<file path="src/rtl/ahb_crc_slave.sv">
// AHB-Lite slave with a bit-serial, MSB-first, non-reflected CRC-32 engine.
// Define CRC_ERR_RESP_EN to enable two-cycle ERROR responses for bad accesses.
module ahb_crc_slave #(
    parameter int unsigned ADDR_WIDTH = 32,
    parameter logic [31:0] POLY_RESET = 32'h04C11DB7,
    parameter logic [31:0] INIT_RESET = 32'hFFFFFFFF
) (
    input  logic                  HCLK,
    input  logic                  RESET,
    input  logic                  HSEL,
    input  logic [ADDR_WIDTH-1:0] HADDR,
    input  logic [1:0]            HTRANS,
    input  logic                  HWRITE,
    input  logic [2:0]            HSIZE,
    input  logic [2:0]            HBURST,
    input  logic [31:0]           HWDATA,
    input  logic                  HREADY,
    output logic [31:0]           HRDATA,
    output logic                  HREADYOUT,
    output logic                  HRESP,
    output logic                  CRC_IRQ
);

    typedef enum logic [0:0] {StIdle, StShift} state_e;

    localparam logic [2:0] RegCtrl   = 3'd0;
    localparam logic [2:0] RegPoly   = 3'd1;
    localparam logic [2:0] RegInit   = 3'd2;
    localparam logic [2:0] RegData   = 3'd3;
    localparam logic [2:0] RegResult = 3'd4;
    localparam logic [2:0] RegStatus = 3'd5;

    // Data-phase capture of the accepted address phase
    logic       dp_valid_q, dp_valid_d;
    logic [4:0] dp_addr_q, dp_addr_d;
    logic       dp_write_q, dp_write_d;
    logic [2:0] dp_size_q, dp_size_d;

    // Engine and register state
    state_e      state_q, state_d;
    logic [5:0]  cnt_q, cnt_d;
    logic [31:0] sh_q, sh_d;
    logic [31:0] crc_q, crc_d;
    logic [31:0] poly_q, poly_d;
    logic [31:0] init_q, init_d;
    logic        ie_q, ie_d;
    logic        done_q, done_d;

    logic [2:0]  sel;
    logic        busy;
    logic        err;
    logic        stall_sel;
    logic        stall;
    logic        hready_int;
    logic        xfer_done;
    logic        wr_en;
    logic        done_set;
    logic        fb;
    logic [5:0]  nbits;
    logic [31:0] aligned;

    logic unused_bits;
    assign unused_bits = ^{HBURST, HADDR[ADDR_WIDTH-1:5]};

    assign sel  = dp_addr_q[4:2];
    assign busy = (state_q == StShift);

    always_comb begin
        dp_valid_d = dp_valid_q;
        dp_addr_d  = dp_addr_q;
        dp_write_d = dp_write_q;
        dp_size_d  = dp_size_q;
        if (HREADY) begin
            dp_valid_d = HSEL & HTRANS[1];
            dp_addr_d  = HADDR[4:0];
            dp_write_d = HWRITE;
            dp_size_d  = HSIZE;
        end
    end

    always_comb begin
        err = 1'b0;
        if (dp_valid_q) begin
            if (sel > RegStatus) err = 1'b1;
            if (dp_size_q > 3'b010) err = 1'b1;
            if (dp_size_q == 3'b001 && dp_addr_q[0]) err = 1'b1;
            if (dp_size_q == 3'b010 && dp_addr_q[1:0] != 2'b00) err = 1'b1;
            if (dp_write_q && sel == RegResult) err = 1'b1;
        end
    end

    // Only accesses that depend on or disturb the running CRC wait for the engine
    assign stall_sel = dp_write_q ? (sel <= RegData) : (sel == RegResult);
    assign stall     = dp_valid_q & ~err & busy & stall_sel;

`ifdef CRC_ERR_RESP_EN
    logic err_second_q;
    logic err_second_d;

    assign err_second_d = err & ~err_second_q;
    assign hready_int   = ~stall & ~(err & ~err_second_q);
    assign HRESP        = err;

    always_ff @(posedge HCLK or negedge RESET) begin
        if (!RESET) begin
            err_second_q <= 1'b0;
        end else begin
            err_second_q <= err_second_d;
        end
    end
`else
    assign hready_int = ~stall;
    assign HRESP      = 1'b0;
`endif

    assign HREADYOUT = hready_int;
    assign xfer_done = dp_valid_q & hready_int & ~err;
    assign wr_en     = xfer_done & dp_write_q;
    assign CRC_IRQ   = done_q & ie_q;

    // Left-justify the selected byte lanes so the engine always shifts from bit 31
    always_comb begin
        nbits   = 6'd32;
        aligned = HWDATA;
        case (dp_size_q)
            3'b000: begin
                nbits   = 6'd8;
                aligned = {HWDATA[8*dp_addr_q[1:0] +: 8], 24'h000000};
            end
            3'b001: begin
                nbits   = 6'd16;
                aligned = {HWDATA[16*dp_addr_q[1] +: 16], 16'h0000};
            end
            default: begin
                nbits   = 6'd32;
                aligned = HWDATA;
            end
        endcase
    end

    always_comb begin
        state_d  = state_q;
        cnt_d    = cnt_q;
        sh_d     = sh_q;
        crc_d    = crc_q;
        done_set = 1'b0;
        fb       = crc_q[31] ^ sh_q[31];
        case (state_q)
            StIdle: begin
                if (wr_en && sel == RegData) begin
                    sh_d    = aligned;
                    cnt_d   = nbits;
                    state_d = StShift;
                end else if (wr_en && sel == RegCtrl && HWDATA[1]) begin
                    crc_d = init_q;
                end
            end
            StShift: begin
                crc_d = {crc_q[30:0], 1'b0} ^ (fb ? poly_q : 32'h0);
                sh_d  = {sh_q[30:0], 1'b0};
                cnt_d = cnt_q - 6'd1;
                if (cnt_q == 6'd1) begin
                    state_d  = StIdle;
                    done_set = 1'b1;
                end
            end
            default: state_d = StIdle;
        endcase
    end

    always_comb begin
        ie_d   = ie_q;
        poly_d = poly_q;
        init_d = init_q;
        done_d = done_q;
        if (wr_en) begin
            case (sel)
                RegCtrl:   ie_d   = HWDATA[0];
                RegPoly:   poly_d = HWDATA;
                RegInit:   init_d = HWDATA;
                RegStatus: if (HWDATA[1]) done_d = 1'b0;
                default:   ;
            endcase
        end
        // A completing shift beats a simultaneous write-1-to-clear
        if (done_set) done_d = 1'b1;
    end

    always_comb begin
        HRDATA = 32'h0;
        if (dp_valid_q && !dp_write_q && !err) begin
            case (sel)
                RegCtrl:   HRDATA = {31'h0, ie_q};
                RegPoly:   HRDATA = poly_q;
                RegInit:   HRDATA = init_q;
                RegResult: HRDATA = crc_q;
                RegStatus: HRDATA = {30'h0, done_q, busy};
                default:   HRDATA = 32'h0;
            endcase
        end
    end

    always_ff @(posedge HCLK or negedge RESET) begin
        if (!RESET) begin
            dp_valid_q <= 1'b0;
            dp_addr_q  <= 5'h00;
            dp_write_q <= 1'b0;
            dp_size_q  <= 3'b000;
            state_q    <= StIdle;
            cnt_q      <= 6'd0;
            sh_q       <= 32'h0;
            crc_q      <= INIT_RESET;
            poly_q     <= POLY_RESET;
            init_q     <= INIT_RESET;
            ie_q       <= 1'b0;
            done_q     <= 1'b0;
        end else begin
            dp_valid_q <= dp_valid_d;
            dp_addr_q  <= dp_addr_d;
            dp_write_q <= dp_write_d;
            dp_size_q  <= dp_size_d;
            state_q    <= state_d;
            cnt_q      <= cnt_d;
            sh_q       <= sh_d;
            crc_q      <= crc_d;
            poly_q     <= poly_d;
            init_q     <= init_d;
            ie_q       <= ie_d;
            done_q     <= done_d;
        end
    end

endmodule

</file>
<file path="config.mk">
export PLATFORM = sky130hd
export DESIGN_NAME = ahb_crc_slave
export DESIGN_NICKNAME = d
export VERILOG_FILES = /design/src/rtl/ahb_crc_slave.sv
export SDC_FILE = /design/constraint.sdc
export NUM_CORES = 1
export LEC_CHECK = 0
export CAP_MARGIN = 20
export CORE_AREA = 2 2 121 123
export CTS_CLUSTER_SIZE = 24
export DETAILED_ROUTE_END_ITERATION = 16
export DIE_AREA = 0 0 123 125
export HOLD_SLACK_MARGIN = 0.12
export PLACE_DENSITY = 0.86
export SYNTH_ARGS = -nofsm -noshare
export SYNTH_HDL_FRONTEND = slang
export SYNTH_SLANG_ARGS = --single-unit
export TNS_END_PERCENT = 10
</file>
<file path="constraint.sdc">
create_clock -name HCLK -period 5.1 [get_ports HCLK]
set_input_delay 0.51 -clock HCLK [delete_from_list [all_inputs] [get_ports HCLK]]
set_output_delay 0.51 -clock HCLK [all_outputs]
set_load 0.01 [all_outputs]
</file>
; ---- Yosys cells after proc, flatten, opt, wreduce, memory -nomap -nowiden
; Index checks and enable logic that the tools add are counted.
[totals]
reg_bits = 147
in_bits = 77
[classes]
muxes = 28
n_bitwise = 13
addsub = 1
shifts = 2
n_reduce_logical = 21
order_cmp = 3
eq_ne = 11
[ops]
columns = op, count
row1 = $pmux W32 S2, 3
row2 = $mux W32, 5
row3 = $pmux W32 S5, 1
row4 = $shiftx A32 B6 Y16, 1
row5 = $shiftx A32 B6 Y8, 1
row6 = $xor A32 B32 Y32, 1
row7 = $pmux W6 S2, 2
row8 = $mux W1, 15
row9 = $eq A3 B2 Y1 const B, 3
row10 = $and A1 B1 Y1, 8
row11 = $logic_and A1 B1 Y1, 8
row12 = $reduce_and A2 Y1, 4
row13 = $reduce_bool A2 Y1, 4
row14 = $eq A3 B1 Y1 const B, 2
row15 = $eq A3 B3 Y1 const B, 2
row16 = $eq A6 B1 Y1 const B, 1
row17 = $logic_not A3 Y1, 2
row18 = $mux W6, 1
row19 = $ne A2 B2 Y1 const B, 3
row20 = $sub A6 B1 Y6 const B, 1
row21 = $gt A3 B2 Y1 const B, 1
row22 = $gt A3 B3 Y1 const B, 1
row23 = $le A3 B2 Y1 const B, 1
row24 = $not A1 Y1, 3
row25 = 4 further kinds, 5

; ---- Logic depth before layout (Yosys ltp)
; Gate-level depths: netlist of the first run.
[logic_depth]
depth_word = 20
depth_mapped = 8

; ---- Worst setup path before layout of the first run
; OpenSTA, ideal clock, no wires.
[synth_timing]
path_kind = register -> output
start = reg dp_size_q[0]
end = out HRDATA[10]
stages_incl_launch_ff = 7
path_slack_ns = 3.081
t_required_ns = 4.590
n_path_buf = 1
arrival_time_ns = 1.509
cell_sequence = dfrtp_1 nor4_4 a21oi_4 nor2_2 nand2_1 clkbuf_1 nor2_1
[synth_between]
elab_chain_len = 9
elab_cells_between_ends = 13
[synth_rtl]
columns = element, line
row1 = "start, declared", 37  ; logic [2:0] dp_size_q, dp_size_d;
row2 = "start signal, assigned", 221  ; dp_size_q <= dp_size_d;
row3 = $gt A3 B2 Y1 or $eq A3 B1 Y1 (tied branches), "85, 86"
row4 = $mux W1 or $logic_and A1 B1 Y1 (tied branches), "85, 86"
row5 = $mux W1, 86  ; if (dp_size_q == 3'b001 && dp_addr_q[0]) err = 1'b1;
row6 = $mux W1 (*), 87  ; if (dp_size_q == 3'b010 && dp_addr_q[1:0] != 2'b00) err = 1'b1;
row7 = $mux W1 (*), 88  ; if (dp_write_q && sel == RegResult) err = 1'b1;
row8 = $mux W1 (*), 83  ; if (dp_valid_q) begin
row9 = $logic_not A1 Y1 (*), 191  ; if (dp_valid_q && !dp_write_q && !err) begin
row10 = $logic_and A1 B1 Y1 (*), 191
row11 = $mux W32 (*), 191
row12 = "end, declared", 18  ; output logic [31:0] HRDATA,
; Mark *: on every way between the ends. The rest lies on a longest branch, timed or not.

; ---- Final worst setup path of the first run
[layout_timing]
start = reg dp_addr_q[4]
end = out HRDATA[31]
[layout_between]
elab_chain_len = 10
elab_cells_between_ends = 17
[layout_rtl]
columns = element, line
row1 = "start, declared", 35  ; logic [4:0] dp_addr_q, dp_addr_d;
row2 = "start signal, assigned", 219  ; dp_addr_q <= dp_addr_d;
row3 = $gt A3 B3 Y1, 84  ; if (sel > RegStatus) err = 1'b1;
row4 = $mux W1, 84
row5 = $mux W1, 85  ; if (dp_size_q > 3'b010) err = 1'b1;
row6 = $mux W1, 86
row7 = $mux W1, 87
row8 = $mux W1, 88
row9 = $mux W1, 83
row10 = $logic_not A1 Y1, 191
row11 = $logic_and A1 B1 Y1, 191
row12 = $mux W32 (*), 191
; Marked as above.

==> Flow_metrics.wiki, run 1 <==
{| class="wikitable"
! Metric !! Value
|-
| Number of flops mapped to enable cells by yosys || 0
|-
| Router iterations before antenna repair || 6
|-
| Category of the worst setup path capture point || output pin
|-
| Sum of negative setup slack || 0 ns
|-
| Kind of launch point of the worst setup path || flip-flop
|-
| Number of global-route vias before repair || 6250
|-
| Static leakage || 3.89 nW
|-
| DRC || 0
|-
| Max clock buf depth || 2
|-
| Number of register bits inferred by synthesis || 147
|-
| Avg WL per Cell || 20.7 µm
|-
| Number of instances in the placed design || 936
|-
| Global-route wire length before repair || 32600 µm
|-
| Most Crowded Layer GR || met2
|-
| M3 GR Usage || 6.75%
|-
| Number of core rows || 44
|-
| Post-route worst hold slack || 0.239 ns
|-
| Post-Synthesis Cells || 720
|-
| Nets@finish || 851
|-
| Outcome || completed
|-
| Post-route cell area || 9240 µm²
|-
| Detailed placement HPWL || 12900 µm
|-
| Detailed Route WL || 20100 µm
|-
| Clock-pin slew of the registers on the worst-case setup and hold paths || 0.06 ns
|-
| Relative slew margins || 32.9%
|-
| Fin Clk Skew || 0.00815 ns
|-
| Minimum clock period after layout || 4.14 ns
|-
| Number of sinks driven by the clock tree || 147
|-
| Achievable frequency || 242 MHz
|-
| Finished Layout Cells || 969
|-
| Diodes inserted || 0
|-
| Clock insertion delay at the later pin of the skew report || 0.43 ns
|-
| RSZ-0062 raised after global routing || no
|-
| Clock root buffer || sky130_fd_sc_hd__clkbuf_16
|-
| Final Hold Fails || 0
|-
| Number of I/O port buffers || 79
|-
| Antenna violations before repair || 0
|-
| Peak supply drop || 0.254 mV
|-
| Global-route total usage across every layer || 27.4%
|-
| Worst hold-check path type || in -> async
|-
| CTS buffer count || 17
|-
| Kind of critical path || reg -> out
|-
| ANT nets after route || 0
|-
| Cell types occupying the most area after synthesis || sky130_fd_sc_hd__dfstp_2 (26%), sky130_fd_sc_hd__dfrtp_1 (22%), sky130_fd_sc_hd__mux2_2 (7.5%), sky130_fd_sc_hd__mux2_1 (4.3%), sky130_fd_sc_hd__a22oi_1 (3.7%)
|-
| Gr ovfl total || 0
|-
| Post-Synthesis Net Count || 799
|-
| Worst EP arrival || 3.63 ns
|-
| Count of max-cap constraint violations || 0
|-
| Power density over cell area || 433 nW/µm²
|-
| Placement-stage cell area || 8640 µm²
|-
| Synthesized area || 7810 µm²
|-
| Final cycle utilization of the critical path || 81.1%
|-
| Area overhead of the layout relative to synthesis || 18.4%
|-
| Setup-failing EPs final || 0
|-
| Pin count of the biggest net entering global routing || 113
|-
| Average footprint of a synthesized cell || 10.8 µm²
|-
| Count of fill cells added during filler insertion || 1081
|-
| Global placer's final weighted congestion || 0.834
|-
| Core outline area || 14200 µm²
|-
| Post-detailed-route via-to-cell ratio || 6.35
|-
| Die span in x || 123 µm
|-
| Post-synth cell types || 50
|-
| Worst Path Required || 4.59 ns
|-
| Initial Utilization || 55.0%
|-
| DRC violation total after the first TritonRoute iteration || 554
|-
| Number of resized instances in the post-cts repair step || 0
|-
| Total of warnings raised by yosys || 0
|-
| Worst-path fanout max || 24
|-
| Met2 track utilization from global routing || 42.9%
|-
| Die extent in y || 125 µm
|-
| Routing usage on met1 || 36.8%
|-
| Setup Fix Bufs, Post-CTS || 0
|-
| Async S/R FF share, synth || 100%
|-
| Seq/Total Area, Yosys || 48.4%
|-
| Dominant synthesized flop cell || sky130_fd_sc_hd__dfstp_2
|-
| Num ports || 112
|-
| Deepest level of the CTS H-tree || 4
|-
| Slew at the pin closest to its max-slew limit || 1.00 ns
|-
| Dominant cell type by area after synthesis || sky130_fd_sc_hd__dfstp_2
|-
| Number of hold-repair buffers added at the cts stage || 0
|-
| Count of final max-slew check failures || 0
|-
| Area of the die || 15400 µm²
|-
| Fraction of final layout cells with drive strength greater than 1 || 24.1%
|-
| Area fraction of the dominant cell type after synthesis || 26.2%
|-
| Clock tree from TritonCTS || built
|-
| Vias post-DR || 6154
|}
-- registers in the layout, indices dropped and copies added (netlist names) --
signal,flops
dp_addr_q,5
done_q,1
dp_write_q,1
crc_q,32
init_q,32
sh_q,32
ie_q,1
poly_q,32
dp_valid_q,1
busy,1
cnt_q,6
dp_size_q,3
-- cells in the mapped netlist (4+ instances only) --
cell	number
sky130_fd_sc_hd__dfstp_2	78
sky130_fd_sc_hd__and2_1	18
sky130_fd_sc_hd__inv_1	6
sky130_fd_sc_hd__a22oi_1	39
sky130_fd_sc_hd__nand2_1	52
sky130_fd_sc_hd__a221o_1	23
sky130_fd_sc_hd__a21o_1	32
sky130_fd_sc_hd__nand3b_1	5
sky130_fd_sc_hd__o21ai_0	11
sky130_fd_sc_hd__a22o_1	31
sky130_fd_sc_hd__a21oi_1	33
sky130_fd_sc_hd__mux2i_1	12
sky130_fd_sc_hd__dfrtp_1	69
sky130_fd_sc_hd__buf_6	4
sky130_fd_sc_hd__o211ai_1	8
sky130_fd_sc_hd__o22ai_1	8
sky130_fd_sc_hd__nand3_1	9
sky130_fd_sc_hd__buf_4	6
sky130_fd_sc_hd__buf_2	14
sky130_fd_sc_hd__mux2_1	30
sky130_fd_sc_hd__mux2_2	52
sky130_fd_sc_hd__nor2_1	77
sky130_fd_sc_hd__xnor2_1	31
sky130_fd_sc_hd__clkbuf_1	31
sky130_fd_sc_hd__and3_1	6
-- metal layers --
layer  vias up  part of all wire [%]
met3        45                   7.6
met1      3083                    41
met5         -                     0
li1       2702                     -
met4         0                   2.4
met2       324                    49
-- worst max-delay path: stages (launching register included) --
cell and delay, ns:
sky130_fd_sc_hd__dfrtp_1 0.96, sky130_fd_sc_hd__buf_4 0.42, sky130_fd_sc_hd__and2_1 0.60, sky130_fd_sc_hd__buf_4 0.36, sky130_fd_sc_hd__a21oi_1 0.10, sky130_fd_sc_hd__nor2_1 0.15, sky130_fd_sc_hd__clkdlybuf4s50_1 0.56
-- report_power, final --
part,internal [mW],switching (mW)
registers,1.56,0.257
logic,0.438,0.478
clock network,0.791,0.471
total,2.79,1.21
-- per-stage QoR --
stage | util [%] | worst slack (ns) | power (mW)
finish | 65.1 | 0.963 | 4.00
detailed placement | 60.8 | 1.43 | 2.72
floorplan | - | 3.08 | 2.42
global route | 65.1 | 0.821 | 4.19
global placement | 60.7 | 1.45 | 2.66
CTS | 65.0 | 0.952 | 4.00
-- final timing paths --
check	startpoint	to	slack (ns)	cells past startpoint
setup / recovery	dp_addr_q[4]	HRDATA[31]	0.96	6
hold / removal	RESET	poly_q[6]	0.24	1
setup reg to reg	dp_addr_q[4]	init_q[23]	1.37	7
hold reg to reg	cnt_q[4]	cnt_q[4]	0.50	2
max in group asynchronous	RESET	init_q[18]	3.81	2
min in group HCLK	cnt_q[4]	cnt_q[4]	0.50	2
-- cells by family (layout without fill, tap and decap cells) --
family / Yosys count / after routing / synth area share [%]
compound gates: 195 / 195 / 18.6
flops: 147 / 147 / 48.4
mux: 95 / 95 / 13.7
xor+xnor: 32 / 32 / 3.59
buf+inv: 65 / 130 / 4.31
fa+ha+maj: 2 / 2 / 0.320
other cells: 1 / 1 / 0.0480
simple gates: 183 / 183 / 11.1
-- placed cells by master, fill, tap and decap left out, types with 3 or more instances in the layout --
cell,count
sky130_fd_sc_hd__a21o_1,32
sky130_fd_sc_hd__o22ai_1,8
sky130_fd_sc_hd__inv_1,6
sky130_fd_sc_hd__a221o_1,23
sky130_fd_sc_hd__and3_1,6
sky130_fd_sc_hd__bufinv_16,3
sky130_fd_sc_hd__dfrtp_1,68
sky130_fd_sc_hd__buf_4,11
sky130_fd_sc_hd__a22o_1,31
sky130_fd_sc_hd__mux2_2,52
sky130_fd_sc_hd__clkdlybuf4s50_1,78
sky130_fd_sc_hd__a22oi_1,39
sky130_fd_sc_hd__dfstp_2,78
sky130_fd_sc_hd__nor2_1,76
sky130_fd_sc_hd__mux2_1,30
sky130_fd_sc_hd__clkbuf_16,17
sky130_fd_sc_hd__buf_6,3
sky130_fd_sc_hd__nand3_1,9
sky130_fd_sc_hd__clkbuf_1,3
sky130_fd_sc_hd__o21ai_0,11
sky130_fd_sc_hd__nand3b_1,5
sky130_fd_sc_hd__clkinv_2,5
sky130_fd_sc_hd__a21oi_1,33
sky130_fd_sc_hd__xnor2_1,31
sky130_fd_sc_hd__nand2_1,52
sky130_fd_sc_hd__and2_1,18
sky130_fd_sc_hd__mux2i_1,12
sky130_fd_sc_hd__o211ai_1,8
-- final cells by class --
type	instances	area (µm²)	share of cell area [%]
Clock inverter	10	130	1.41
Clock buffer	22	464	5.02
Sequential cell	147	3780	40.9
Tap cell	184	230	2.49
Multi-Input combinational cell	508	3720	40.3
Inverter	6	22.5	0.244
Timing Repair Buffer	92	897	9.70
(Power assumes the default switching activity.)
==> run 2, diff against run 1 <==
- CORE_AREA: 2 2 121 123 -> 2 2 123 125
- DIE_AREA: 0 0 123 125 -> 0 0 125 127
- PLACE_DENSITY: 0.86 -> 0.84
- clock period: 5.1 -> 4.2 ns (I/O delays scaled with it)
==> run 2 against run 1 <==
Against the previous run: sequential share of layout area about the same; utilization down 0.93 points; largest cell class unchanged; die area up 3.3%; register-to-register slack worse by 0.22 ns; via count increased by 0.65%; critical endpoint is now HRDATA[28]; global-route usage down 1.7 points; cell count is the same; first-iteration DRC count increased by 25%; flip-flop and latch count did not move.
==> Flow_metrics.wiki, run 2 (synthesis results as in run 1) <==
{| class="wikitable"
! Metric !! Value
|-
| Worst EP arrival || 3.37 ns
|-
| Switching fraction of total power || 30.1%
|-
| Worst hold-check path type || in -> async
|-
| Gr ovfl total || 0
|-
| Antenna violations before repair || 0
|-
| Achievable frequency || 264 MHz
|-
| Nets@finish || 852
|-
| Fin Clk Skew || 0.00908 ns
|-
| Detailed placement HPWL || 13000 µm
|-
| Number of sinks driven by the clock tree || 147
|-
| Die extent in y || 127 µm
|-
| Number of core rows || 44
|-
| Clock root buffer || sky130_fd_sc_hd__clkbuf_16
|-
| Cell depth of the worst flop-to-flop path || 6
|-
| Count of fill cells added during filler insertion || 1132
|-
| Power density over cell area || 523 nW/µm²
|-
| Peak supply drop || 0.361 mV
|-
| Clock share of power || 31.0%
|-
| Diodes inserted || 0
|-
| Static leakage || 3.89 nW
|-
| Clock tree from TritonCTS || built
|-
| Router iterations before antenna repair || 6
|-
| Met2 track utilization from global routing || 41.8%
|-
| Routing usage on met1 || 33.1%
|-
| Worst-path fanout max || 17
|-
| M3 GR Usage || 5.86%
|-
| Initial Utilization || 54.1%
|-
| Worst Path Required || 3.78 ns
|-
| Global placer's final weighted congestion || 0.841
|-
| Global-route total usage across every layer || 25.7%
|-
| Worst setup slack for register-to-register paths || 1.15 ns
|-
| NetSw || 1.46 mW
|-
| Number of I/O port buffers || 79
|-
| DRC violation total after the first TritonRoute iteration || 690
|-
| Sequential standard cell area || 3780 µm²
|-
| Core outline area || 14400 µm²
|-
| Final cycle utilization of the critical path || 90.4%
|-
| Overall power consumption || 4.84 mW
|-
| Count of final max-slew check failures || 0
|-
| Global-route wire length before repair || 32500 µm
|-
| Minimum clock period after layout || 3.79 ns
|-
| Most Crowded Layer GR || met2
|-
| Reg-to-reg startpoint || dp_size_q[2]
|-
| Number of hold-repair buffers added at the cts stage || 0
|-
| Clock-pin slew of the registers on the worst-case setup and hold paths || 0.06 ns
|-
| Post-detailed-route via-to-cell ratio || 6.39
|-
| Clock insertion delay at the later pin of the skew report || 0.42 ns
|-
| Avg WL per Cell || 21.0 µm
|-
| Relative slew margins || 27.2%
|-
| Num ports || 112
|-
| Area of the die || 15900 µm²
|-
| Category of the worst setup path capture point || output pin
|-
| Vias post-DR || 6194
|-
| Pin count of the biggest net entering global routing || 108
|-
| Outcome || completed
|-
| CTS buffer count || 17
|-
| Util after Layout || 64.1%
|-
| RSZ-0062 raised after global routing || no
|-
| Fraction of power consumed by sequential logic || 45.8%
|-
| Power Internal || 3.38 mW
|-
| Kind of critical path || reg -> out
|-
| Share of power burned in combinational logic || 23.2%
|-
| Kind of launch point of the worst setup path || flip-flop
|-
| Deepest level of the CTS H-tree || 4
|-
| Slew at the pin closest to its max-slew limit || 1.09 ns
|-
| Count of max-cap constraint violations || 0
|-
| Area used by multi-input combinational logic || 3720 µm²
|-
| Die span in x || 125 µm
|-
| Number of resized instances in the post-cts repair step || 0
|-
| Post-route worst hold slack || 0.0933 ns
|-
| Max clock buf depth || 2
|-
| Area overhead of the layout relative to synthesis || 18.5%
|-
| Setup Fix Bufs, Post-CTS || 0
|-
| Leading cell types in the layout, fill and taps excluded || sky130_fd_sc_hd__dfstp_2 (78), sky130_fd_sc_hd__clkdlybuf4s50_1 (78), sky130_fd_sc_hd__nor2_1 (76)
|-
| Setup-failing EPs final || 0
|-
| Sum of negative setup slack || 0 ns
|-
| ANT nets after route || 0
|-
| Final Hold Fails || 0
|-
| Fraction of final layout cells with drive strength greater than 1 || 23.8%
|-
| Detailed Route WL || 20300 µm
|-
| Number of global-route vias before repair || 6219
|-
| RR Endpoint || poly_q[18]
|-
| DRC || 0
|}
## run 2: routing by layer
layer / vias up / share of wire, %
met2: 311 / 47
met4: 0 / 4.2
met1: 3097 / 41
li1: 2709 / -
met5: - / 0
met3: 77 / 7.7
## run 2: final cells by class
cell class	instances	share of cell area [%]
clock buffers	27	5.54
inverters	6	0.243
flip-flops and latches	147	40.8
repair buffers	93	9.91
multi-input cells	508	40.2
clock inverters	4	0.757
well taps	184	2.49
## run 2: worst max-delay path by stage
stage          cells past startpoint    endpoint  slack, ns         start
2_1_floorplan                      7  poly_q[31]       2.23  dp_size_q[0]
3_3_place_gp                       7  HRDATA[29]       0.94  dp_size_q[2]
3_5_place_dp                       7  HRDATA[26]       0.84  dp_size_q[2]
4_1_cts                            7  HRDATA[26]       0.34  dp_size_q[2]
5_1_grt                            7  HRDATA[26]       0.13  dp_size_q[2]
6_report                           7  HRDATA[28]       0.41  dp_size_q[2]
## run 2: per-stage QoR
step	worst slack (ns)	cell area, µm²	cells
2_1_floorplan	2.23	7810	720
3_3_place_gp	0.936	8650	937
3_5_place_dp	0.839	8650	937
4_1_cts	0.343	9240	968
5_1_grt	0.126	9250	969
6_report	0.405	9250	969
## run 2: power by group through the flow
stage                     sequential [mW]  combinational (mW)  clock [mW]
final                                2.22                1.12        1.50
after global routing                 2.27                1.21        1.58
after CTS                            2.21                1.10        1.51
after detailed placement             2.22                1.09           0
after global placement               2.19                1.03           0
after floorplan                      2.11               0.834           0
## run 2: worst max-delay path: stages, from the launching register on
cell and delay [ns]:
sky130_fd_sc_hd__dfrtp_1 0.42, sky130_fd_sc_hd__nor2_1 0.64, sky130_fd_sc_hd__a21oi_4 0.18, sky130_fd_sc_hd__nor2_2 0.20
sky130_fd_sc_hd__nand2_1 0.44, sky130_fd_sc_hd__buf_4 0.38, sky130_fd_sc_hd__nor2_1 0.14, sky130_fd_sc_hd__clkdlybuf4s50_1 0.54
==> run 3, diff against run 2 <==
- MAX_ROUTING_LAYER: unset -> met4
==> run 3 against run 2 <==
Against the previous run: global-route usage is 1.2 points higher; wire length shrank 1.3%; combinational power about the same; die area unchanged; critical path depth unchanged; largest cell class unchanged.
==> Flow_metrics.wiki, run 3 (synthesis results as in run 1) <==
{| class="wikitable"
! Metric !! Value
|-
| Worst-path fanout max || 17
|-
| Worst EP arrival || 3.31 ns
|-
| Peak supply drop || 0.393 mV
|-
| Deepest level of the CTS H-tree || 4
|-
| Global placer's final weighted congestion || 0.841
|-
| Setup Fix Bufs, Post-CTS || 0
|-
| Cell depth of the worst flop-to-flop path || 6
|-
| Cell mode on critical path || sky130_fd_sc_hd__nor2_1
|-
| Clock tree from TritonCTS || built
|-
| Kind of critical path || reg -> out
|-
| Setup-failing EPs final || 0
|-
| Power density over cell area || 528 nW/µm²
|-
| Post-detailed-route via-to-cell ratio || 6.25
|-
| Start point of the critical path || dp_size_q[2]
|-
| Number of I/O port buffers || 79
|-
| Post-route worst hold slack || 0.132 ns
|-
| Num ports || 112
|-
| Number of sinks driven by the clock tree || 147
|-
| DRC || 0
|-
| Avg WL per Cell || 20.7 µm
|-
| Clock-pin slew of the registers on the worst-case setup and hold paths || 0.06 ns
|-
| Number of hold-repair buffers added at the cts stage || 0
|-
| Worst setup slack for register-to-register paths || 1.16 ns
|-
| Final cycle utilization of the critical path || 88.7%
|-
| Finished Layout Cells || 971
|-
| Crit path cell chain || nor2_1 > a21oi_4 > nor2_2 > nand2_1 > buf_4 > nor2_1 > clkdlybuf4s50_1
|-
| Final Hold Fails || 0
|-
| ANT nets after route || 0
|-
| Antenna violations before repair || 0
|-
| Number of core rows || 44
|-
| Sum of negative setup slack || 0 ns
|-
| Placement-stage cell area || 8660 µm²
|-
| Max clock buf depth || 2
|-
| Diodes inserted || 0
|-
| Clock root buffer || sky130_fd_sc_hd__clkbuf_16
|-
| Biggest cell delay along the critical path || 0.58 ns
|-
| Number of resized instances in the post-cts repair step || 0
|-
| Count of fill cells added during filler insertion || 1064
|-
| Router iterations before antenna repair || 5
|-
| Die span in x || 125 µm
|-
| Fin Clk Skew || 0.00554 ns
|-
| Clock insertion delay at the later pin of the skew report || 0.43 ns
|-
| Vias post-DR || 6070
|-
| Termination of the worst setup path || HRDATA[27]
|-
| RSZ-0062 raised after global routing || no
|-
| Number of global-route vias before repair || 6258
|-
| Kind of launch point of the worst setup path || flip-flop
|-
| Core outline area || 14400 µm²
|-
| Category of the worst setup path capture point || output pin
|-
| Global-route wire length before repair || 32900 µm
|-
| Leading cell types in the layout, fill and taps excluded || sky130_fd_sc_hd__dfstp_2 (78), sky130_fd_sc_hd__clkdlybuf4s50_1 (78), sky130_fd_sc_hd__nor2_1 (76)
|-
| Detailed placement HPWL || 12900 µm
|-
| Detailed Route WL || 20100 µm
|-
| CTS buffer count || 17
|-
| DRC violation total after the first TritonRoute iteration || 660
|-
| Slew at the pin closest to its max-slew limit || 1.01 ns
|-
| Fraction of final layout cells with drive strength greater than 1 || 24.5%
|-
| Achievable frequency || 268 MHz
|-
| Worst Path Required || 3.78 ns
|-
| Global-route total usage across every layer || 26.9%
|-
| Post-route cell area || 9300 µm²
|-
| Reg-to-reg startpoint || dp_size_q[2]
|-
| Area of the die || 15900 µm²
|-
| Gr ovfl total || 0
|-
| Area overhead of the layout relative to synthesis || 19.1%
|-
| Worst hold-check path type || in -> async
|-
| Relative slew margins || 32.6%
|-
| Static leakage || 3.91 nW
|-
| RR Endpoint || poly_q[14]
|-
| Nets@finish || 853
|-
| Initial Utilization || 54.1%
|-
| Outcome || completed
|-
| Die extent in y || 127 µm
|-
| Number of instances in the placed design || 938
|-
| Minimum clock period after layout || 3.73 ns
|-
| Worst-path cell with the longest stage delay || sky130_fd_sc_hd__nor2_1
|-
| Pin count of the biggest net entering global routing || 110
|-
| Count of final max-slew check failures || 0
|-
| Count of max-cap constraint violations || 0
|}
[run 3: cell count changes in the layout (fill, tap and decap cells not counted), sizes merged]
cell      delta
bufinv       +1
clkinv       +2
buf          +1
clkbuf       -4
clkinvlp     +2
[run 3: stage by stage]
step / worst slack, ns / util, % / power, mW
4_1_cts: 0.403 / 64.4 / 4.91
3_5_place_dp: 0.878 / 60.1 / 3.30
6_report: 0.474 / 64.5 / 4.91
3_3_place_gp: 0.921 / 60.1 / 3.23
2_1_floorplan: 2.23 / - / 2.94
5_1_grt: 0.241 / 64.5 / 5.13
[run 3: critical path, delay by kind of cell, from the launching register on]
family                 cells  cell delay (ns)
DFF                        1             0.42
buffers and inverters      2             0.94
AOI/OAI and AO/OA          1             0.18
and+or+nand+nor            4             1.33
[run 3: per-layer routing]
| layer | track usage (%) | vias to the layer above | wire [µm] |
|---|---|---|---|
| met5 | - | - | 0 |
| met4 | 10.5 | 0 | 539 |
| met3 | 5.86 | 44 | 1440 |
| met2 | 43.0 | 279 | 9760 |
| met1 | 33.9 | 3032 | 8330 |
| li1 | - | 2715 | - |
[run 3: layout make-up]
cell class / count / area (µm²) / area share [%]
sequential: 147 / 3780 / 40.6
tap: 184 / 230 / 2.48
clock buffer: 23 / 498 / 5.36
clock inverter: 9 / 125 / 1.35
timing repair buffer: 94 / 921 / 9.91
inverter: 6 / 22.5 / 0.242
multi-input combinational: 508 / 3720 / 40.0
[run 3: worst min path at each step]
stage	start	endpoint	cells past startpoint
6_report	RESET	poly_q[6]	1
3_3_place_gp	cnt_q[4]	cnt_q[4]	2
5_1_grt	RESET	sh_q[6]	1
4_1_cts	RESET	poly_q[6]	1
3_5_place_dp	cnt_q[4]	cnt_q[4]	2
2_1_floorplan	RESET	busy	0
[run 3: where the power goes]
part	internal [mW]	total, mW	leakage (nW)	switching, mW
Combinational	0.534	1.12	1.91	0.583
Clock	1.01	1.59	0.305	0.583
Sequential	1.90	2.20	1.70	0.301
Total	3.44	4.91	3.91	1.47
